`config.mk`:
```
export PLATFORM = sky130hd
export DESIGN_NAME = mem_port_arbiter
export DESIGN_NICKNAME = d
export VERILOG_FILES = /design/src/rtl/mem_arb_pkg.sv /design/src/rtl/arb_pick2.sv /design/src/rtl/mem_port_arbiter.sv
export SDC_FILE = /design/constraint.sdc
export NUM_CORES = 1
export LEC_CHECK = 0
export ABC_AREA = 1
export CORE_MARGIN = 2
export CORE_UTILIZATION = 42
export CTS_CLUSTER_SIZE = 12
export DETAILED_ROUTE_END_ITERATION = 10
export PLACE_DENSITY = 0.87
export SKIP_CTS_REPAIR_TIMING = 1
export SYNTH_ARGS = -nofsm -noshare
export SYNTH_HDL_FRONTEND = slang
export SYNTH_HIERARCHICAL = 1
export SYNTH_SLANG_ARGS = --single-unit
```
`constraint.sdc`:
```
create_clock -name clk -period 2 [get_ports clk]
set_input_delay 0.4 -clock clk [delete_from_list [all_inputs] [get_ports clk]]
set_output_delay 0.4 -clock clk [all_outputs]
set_load 0.01 [all_outputs]
```
`src/rtl/mem_arb_pkg.sv`:
```
// rtl/mem_arb_pkg.sv - shared state, grant and write-enable types for the memory port arbiter
package mem_arb_pkg;

   typedef enum logic [1:0] {
      ST_IDLE   = 2'd0,
      ST_ACCESS = 2'd1,
      ST_RESP   = 2'd2
   } state_e;

   typedef enum logic {
      GNT_IF = 1'b0,
      GNT_LS = 1'b1
   } gnt_e;

   // A transaction whose byte enables are all clear is a read
   localparam logic [3:0] WE_NONE = 4'b0000;

endpackage

```
`src/rtl/arb_pick2.sv`:
```
// rtl/arb_pick2.sv - two-way grant picker; ARB_ROUND_ROBIN_EN selects round-robin on conflicts
module arb_pick2
   import mem_arb_pkg::*;
(
   input  logic if_req,
   input  logic ls_req,
   input  gnt_e last_grant,
   output gnt_e grant
);

`ifdef ARB_ROUND_ROBIN_EN
   // On a conflict hand the grant to whichever port did not win last time
   always_comb begin
      grant = GNT_IF;
      if (ls_req && if_req) begin
         grant = (last_grant == GNT_IF) ? GNT_LS : GNT_IF;
      end else if (ls_req) begin
         grant = GNT_LS;
      end
   end
`else
   // Fixed-priority mode has no history, so the last grant is deliberately ignored
   logic w_unused_last;
   assign w_unused_last = last_grant;

   // Load/store always beats fetch when both ask
   always_comb begin
      grant = GNT_IF;
      if (ls_req) begin
         grant = GNT_LS;
      end
   end
`endif

endmodule

```
`src/rtl/mem_port_arbiter.sv`:
```
// rtl/mem_port_arbiter.sv - shares one single-port memory between fetch and load/store; ARB_ROUND_ROBIN_EN enables round-robin
module mem_port_arbiter
   import mem_arb_pkg::*;
#(
   parameter int ADDR_W  = 32,
   parameter int DATA_W  = 32,
   parameter int MEM_LAT = 1
)(
   input  logic              clk,
   input  logic              reset,
   input  logic              if_req,
   input  logic [ADDR_W-1:0] if_addr,
   output logic              if_ack,
   output logic [DATA_W-1:0] if_rdata,
   input  logic              ls_req,
   input  logic [ADDR_W-1:0] ls_addr,
   input  logic [DATA_W-1:0] ls_wdata,
   input  logic [3:0]        ls_we,
   output logic              ls_ack,
   output logic [DATA_W-1:0] ls_rdata,
   output logic              mem_en,
   output logic [ADDR_W-1:0] mem_addr,
   output logic [DATA_W-1:0] mem_wdata,
   output logic [3:0]        mem_we,
   input  logic [DATA_W-1:0] mem_rdata
);

   // Counter only needs to reach MEM_LAT; it stops there instead of wrapping
   localparam int              CNT_W    = $clog2(MEM_LAT + 1);
   localparam logic [CNT_W-1:0] CNT_LAST = CNT_W'(MEM_LAT);

   state_e            r_state;
   state_e            w_next_state;
   gnt_e              r_gnt;
   gnt_e              w_pick;
   gnt_e              w_last_grant;
   logic [CNT_W-1:0]  r_cnt;
   logic [ADDR_W-1:0] r_addr;
   logic [DATA_W-1:0] r_wdata;
   logic [DATA_W-1:0] r_rdata;
   logic [3:0]        r_we;
   logic              w_any_req;
   logic              w_grant_en;
   logic              w_cnt_done;

   assign w_any_req  = if_req | ls_req;
   assign w_cnt_done = (r_cnt == CNT_LAST);

`ifdef ARB_ROUND_ROBIN_EN
   gnt_e r_last_grant;

   // Remember every winner so the next conflict goes to the other port
   always_ff @(posedge clk) begin
      if (reset) begin
         r_last_grant <= GNT_IF;
      end else if (w_grant_en) begin
         r_last_grant <= w_pick;
      end
   end

   assign w_last_grant = r_last_grant;
`else
   assign w_last_grant = GNT_IF;
`endif

   arb_pick2 u_pick (
      .if_req     (if_req),
      .ls_req     (ls_req),
      .last_grant (w_last_grant),
      .grant      (w_pick)
   );

   // State register
   always_ff @(posedge clk) begin
      if (reset) begin
         r_state <= ST_IDLE;
      end else begin
         r_state <= w_next_state;
      end
   end

   // Next state plus the strobe and ack outputs decoded from the current state
   always_comb begin
      w_next_state = r_state;
      w_grant_en   = 1'b0;
      mem_en       = 1'b0;
      mem_we       = WE_NONE;
      if_ack       = 1'b0;
      ls_ack       = 1'b0;
      case (r_state)
         ST_IDLE: begin
            if (w_any_req) begin
               w_grant_en   = 1'b1;
               w_next_state = ST_ACCESS;
            end
         end
         ST_ACCESS: begin
            if (r_cnt == '0) begin
               mem_en = 1'b1;
               mem_we = r_we;
            end
            if (w_cnt_done) begin
               w_next_state = ST_RESP;
            end
         end
         ST_RESP: begin
            if_ack       = (r_gnt == GNT_IF);
            ls_ack       = (r_gnt == GNT_LS);
            w_next_state = ST_IDLE;
         end
         default: begin
            w_next_state = ST_IDLE;
         end
      endcase
   end

   // Latch the winning request, count out the memory latency and capture read data
   always_ff @(posedge clk) begin
      if (reset) begin
         r_gnt   <= GNT_IF;
         r_cnt   <= '0;
         r_addr  <= '0;
         r_wdata <= '0;
         r_we    <= WE_NONE;
         r_rdata <= '0;
      end else if (w_grant_en) begin
         r_gnt <= w_pick;
         r_cnt <= '0;
         if (w_pick == GNT_LS) begin
            r_addr  <= ls_addr;
            r_wdata <= ls_wdata;
            r_we    <= ls_we;
         end else begin
            r_addr <= if_addr;
            r_we   <= WE_NONE;
         end
      end else if (r_state == ST_ACCESS) begin
         if (!w_cnt_done) begin
            r_cnt <= r_cnt + CNT_W'(1);
         end else if (r_we == WE_NONE) begin
            r_rdata <= mem_rdata;
         end
      end
   end

   assign mem_addr  = r_addr;
   assign mem_wdata = r_wdata;
   assign if_rdata  = r_rdata;
   assign ls_rdata  = r_rdata;

endmodule

```
# Word level (Yosys, flattened, before mapping)
# Cells that the tools add are included.
classes:
  addsub: 1
  n_mul: 0
  div: 0
  n_lt_le_gt_ge: 0
  n_eq_ne: 4
  shift: 0
  muxes: 15
  bitwise_logic: 3
  reduce_logical: 6
op_table:
  columns: ["op", "n"]
  rows:
  - ["32-bit 2-to-1 mux", 1]
  - ["4-bit 2-to-1 mux", 3]
  - ["1-bit 2-to-1 mux", 8]
  - ["4-bit zero test", 1]
  - ["2-bit 2-to-1 mux", 2]
  - ["2-bit inequality test, second input constant", 2]
  - ["2-bit case mux with 2 select lines", 1]
  - ["2-bit AND reduction", 2]
  - ["4-bit AND reduction", 1]
  - ["2-bit by 1-bit == test with 1-bit output, second input constant", 1]
  - ["2-bit == test, second input constant", 1]
  - ["2-bit zero test", 1]
  - ["1-bit inverter", 2]
  - ["2-bit OR reduction", 1]
  - ["1-bit adder, second input constant", 1]
  - ["1-bit bitwise OR", 1]
totals:
  ff_bits: 104
  latch_bits: 0
  ram_bits: 0
  mem_bits_ro: 0
  inputBits: 136
  out_inout_bits: 135
  wordCells: 36
  n_memories: 0

# Longest topological paths before layout
logic_depth:
  word_depth: 5
  depth_mapped: 8
  ltp_nobuf: 7

# Modules after synthesis
# The synthesis kept the hierarchy.
by_module_without_submodules:
  columns: ["module", "instances", "cells_per_inst", "area_per_inst_um2", "seq_area_each_um2"]
  rows:
  - ["mem_port_arbiter", 1, 742, 4762.1, 2082.0]
  - ["arb_pick2", 1, 1, 7.5, 0.0]

# Worst setup path after synthesis
# No wires, ideal clock.
synth_timing:
  kind: "input port to flip-flop"
  start: "input port ls_req"
  end: "register r_wdata[10], in the netlist mem_wdata[10]"
  setup_ns: 0.113
  arrival_time_ns: 1.172
  required_time_ns: 1.887
  slack_ns: 0.715
  stages: 7
  path_buffers: 3
  cell_sequence: "buf_4 > buf_2 > nand3_1 > clkbuf_1 > nand2_1 > nand2_1 > nor2_1"
synth_between:
  elab_chain_len: 4
  word_cells_on_any_way: 5
  cone_classes: "mux: 3; bitwise: 1; reduce/logical: 1"
synth_lines:
  columns: ["item", "line_no", "source"]
  rows:
  - ["start: declaration", "mem_port_arbiter.sv:15", "input logic ls_req,"]
  - ["1-bit bitwise OR", "mem_port_arbiter.sv:46", "assign w_any_req = if_req | ls_req;"]
  - ["1-bit 2-to-1 mux", "mem_port_arbiter.sv:92", "if (w_any_req) begin"]
  - ["1-bit 2-to-1 mux", "mem_port_arbiter.sv:90", "case (r_state)"]
  - ["2-bit AND reduction (no line) (*)", null, null]
  - ["end signal: assignment", "mem_port_arbiter.sv:131", "r_wdata <= ls_wdata;"]
  - ["end: declaration", "mem_port_arbiter.sv:39", "logic [DATA_W-1:0] r_wdata;"]
# Mark *: on every way between the ends. The rest lies on a longest branch, timed or not.
# A chain may end at the register's enable or synchronous reset.

# Worst setup path after layout
layout_timing:
  start: "register r_state[0]"
  end: "output port mem_we[0]"
layout_between:
  elab_chain_len: 2
layout_lines:
  columns: ["item", "line_no", "source"]
  rows:
  - ["start: declaration", "mem_port_arbiter.sv:32", "state_e r_state;"]
  - ["start signal: assignment", "mem_port_arbiter.sv:78", "r_state <= w_next_state;"]
  - ["2-bit by 1-bit == test with 1-bit output", "mem_port_arbiter.sv:90", null]
  - ["4-bit 2-to-1 mux", "mem_port_arbiter.sv:90", null]
  - ["end: declaration", "mem_port_arbiter.sv:24", "output logic [3:0] mem_we,"]
# No other way between the ends.

==> reports/results.ini <==
[clock_network]
cts_sinks = 104
h-tree-depth = 3
clk_latency_ns = 0.33
clk_pin_slew_ns = 0.07
cts_buffers = 9
cts-root-buf = clkbuf_16
cts_tree = yes
cts_buffer_depth = 2

[finish]
regArea_um2 = 2080
diodes = 0
layout-drive-gt1-share_pct = 4.21
stdcell_area_um2 = 7700
multi_input_area_um2 = 1940
nNetsFinal = 1106
fill_cells = 927
synthToLayoutAreaGrowth_pct = 61.5

[synthesis]
post_synth.cell_area_avg_um2 = 6.42
syn-num-nets = 878
syn_inst = 742
synth_area_um2 = 4770
ys_warn_count = 6

[placement]
gp_congestion = 0.805
dpl_worst_slack_ns = 0.137
hpwl_mm = 10.4
place_area_um2 = 7370
portBuffers = 270

[grt]
antenna_found_initial = 0
grt_max_degree = 59
grt_overflow = 0
track_usage_pct = 21.7
grt_pass1_vias = 4571
grt_pass1_wl_mm = 21.9

[power_and_ir_drop]
netSwitchingPower_w = 0.00140
swShare_pct = 26.1
leakagePower_nw = 3.65
internal-power_w = 0.00395
clock_power_share_pct = 32.2
ir_worst_vdd_v = 0.000514
p_per_area_nw_per_um2 = 694
power_frac_comb_pct = 24.4
seq_power_share_pct = 43.4

[timing]
fmax_mhz = 567
finalCriticalPeriod_ns = 1.77
max_slew.worst_pin.slew_ns = 0.324
maxSlewViolCount = 0
finalCritPeriodShare_pct = 88.3
finalHoldViolCount = 0
max-slew-margin-rel_pct = 78.4
setup_viol = 0
hold_ws_ns = 0.461
rsz0062_at_grt = no
fin_ws_ns = 0.235
skew_ns = 0.00298

[route]
drc = 0
routed_wl_mm = 13.3
viasPerCell = 4.44
drtIter0Drc = 251
ant_nets = 0
dr.pass1.iters = 4
avgRoutedWirePerCell_um = 12.0
via_count = 4944

[setup_path]
worstPathCellList = inv_1 > nor2_2 > nand2_2 > buf_4 > nor2_1 > dlymetal6s2s_1
worstRegToRegCells = 7
path_max_fanout = 5
r2r_end = if_rdata[26]
start_kind = flop
worst-setup-path-type = flop to output port
arrival_ns = 1.37
rrSetupSlack_ns = 0.68
crit_slowest_cell = dfxtp_2
cp.required_ns = 1.60
rr_startpoint = r_state[1]
endpoint_kind = output port
crit_buf_inv = 3
cp_slowest_stage_delay_ns = 0.36
crit_family = buffers and inverters

[die]
fp.dieW_um = 111
die-area_um2 = 12200
rows = 38
initial_core_util_pct = 43.6
pin_count = 271
chipHeight_um = 111
core_um2 = 10900

[worst_hold_path]
hold_path.class = flop to flop
hold_path.startpoint = r_we[3]
holdPathEnd = r_we[3]
holdPathStages = 2

[outcome]
run_status = finished clean

[flow_run]
drv_cap = 0

## power by group through the flow
stage	Combinational [W]	Clock, W	Sequential (W)
floorplan	0.000525	0	0.00243
global placement	0.00129	0	0.00236
detailed placement	0.00131	0	0.00237
CTS	0.00131	0.00175	0.00232
global route	0.00145	0.00186	0.00234
finish	0.00130	0.00172	0.00232
## layout make-up
class                   count  area share, %
repair buffers            289           37.8
flip-flops and latches    104           27.1
multi-input cells         487           25.2
inverters                  79           3.85
clock buffers              11           3.15
well taps                 140           2.28
clock inverters             4          0.585
## through the flow
step	TNS [ns]	power, W	util (%)	instances
2_1_floorplan	0	0.00296	-	742
3_3_place_gp	0	0.00365	67.4	1097
3_5_place_dp	0	0.00367	67.4	1097
4_1_cts	-0.951	0.00538	70.0	1112
5_1_grt	0	0.00564	70.4	1114
6_report	0	0.00534	70.4	1114
## worst max path at each step
stage                     slack (ns)             to       start  cells after the start
after detailed placement        0.14      mem_we[1]  r_state[0]                      5
after global placement          0.19      mem_we[1]  r_state[0]                      5
after floorplan                 0.72  mem_wdata[10]      ls_req                      7
final                           0.23      mem_we[0]  r_state[0]                      6
after global routing            0.12      mem_we[3]  r_state[0]                      6
after CTS                      -0.22      mem_we[1]  r_state[0]                      5
## flip-flops by register name, summed over array words and instances (netlist names)
| register | flops |
|---|---|
| r_cnt | 1 |
| mem_wdata | 32 |
| r_we | 4 |
| mem_addr | 32 |
| r_gnt | 1 |
| if_rdata | 32 |
| r_state | 2 |
## worst register-to-register path: stages (launching register included)
cell and delay [ns]:
dfxtp_1 0.33, inv_1 0.09, nand2_1 0.10, nor2_2 0.11, buf_4 0.30, nand3_1 0.14, nand2_1 0.09, nor2_1 0.05
## layout by cell type, fill, tap and decap left out, types with 7 or more instances in the layout
cell type	count
buf_4	15
clkbuf_16	9
clkdlybuf4s50_1	263
dfxtp_1	103
dlymetal6s2s_1	7
inv_1	78
nand2_1	211
nand3_1	33
nor2_1	199
o21ai_0	32
## layer usage
layer	vias up	share of wire, %	global-route usage, %
met4	0	1.3	6.25
met5	-	0	0
met1	2132	40	24.3
met2	185	52	40.1
met3	15	6.8	6.04
li1	2612	-	-
Note: power is estimated with default switching activity, not from simulation.
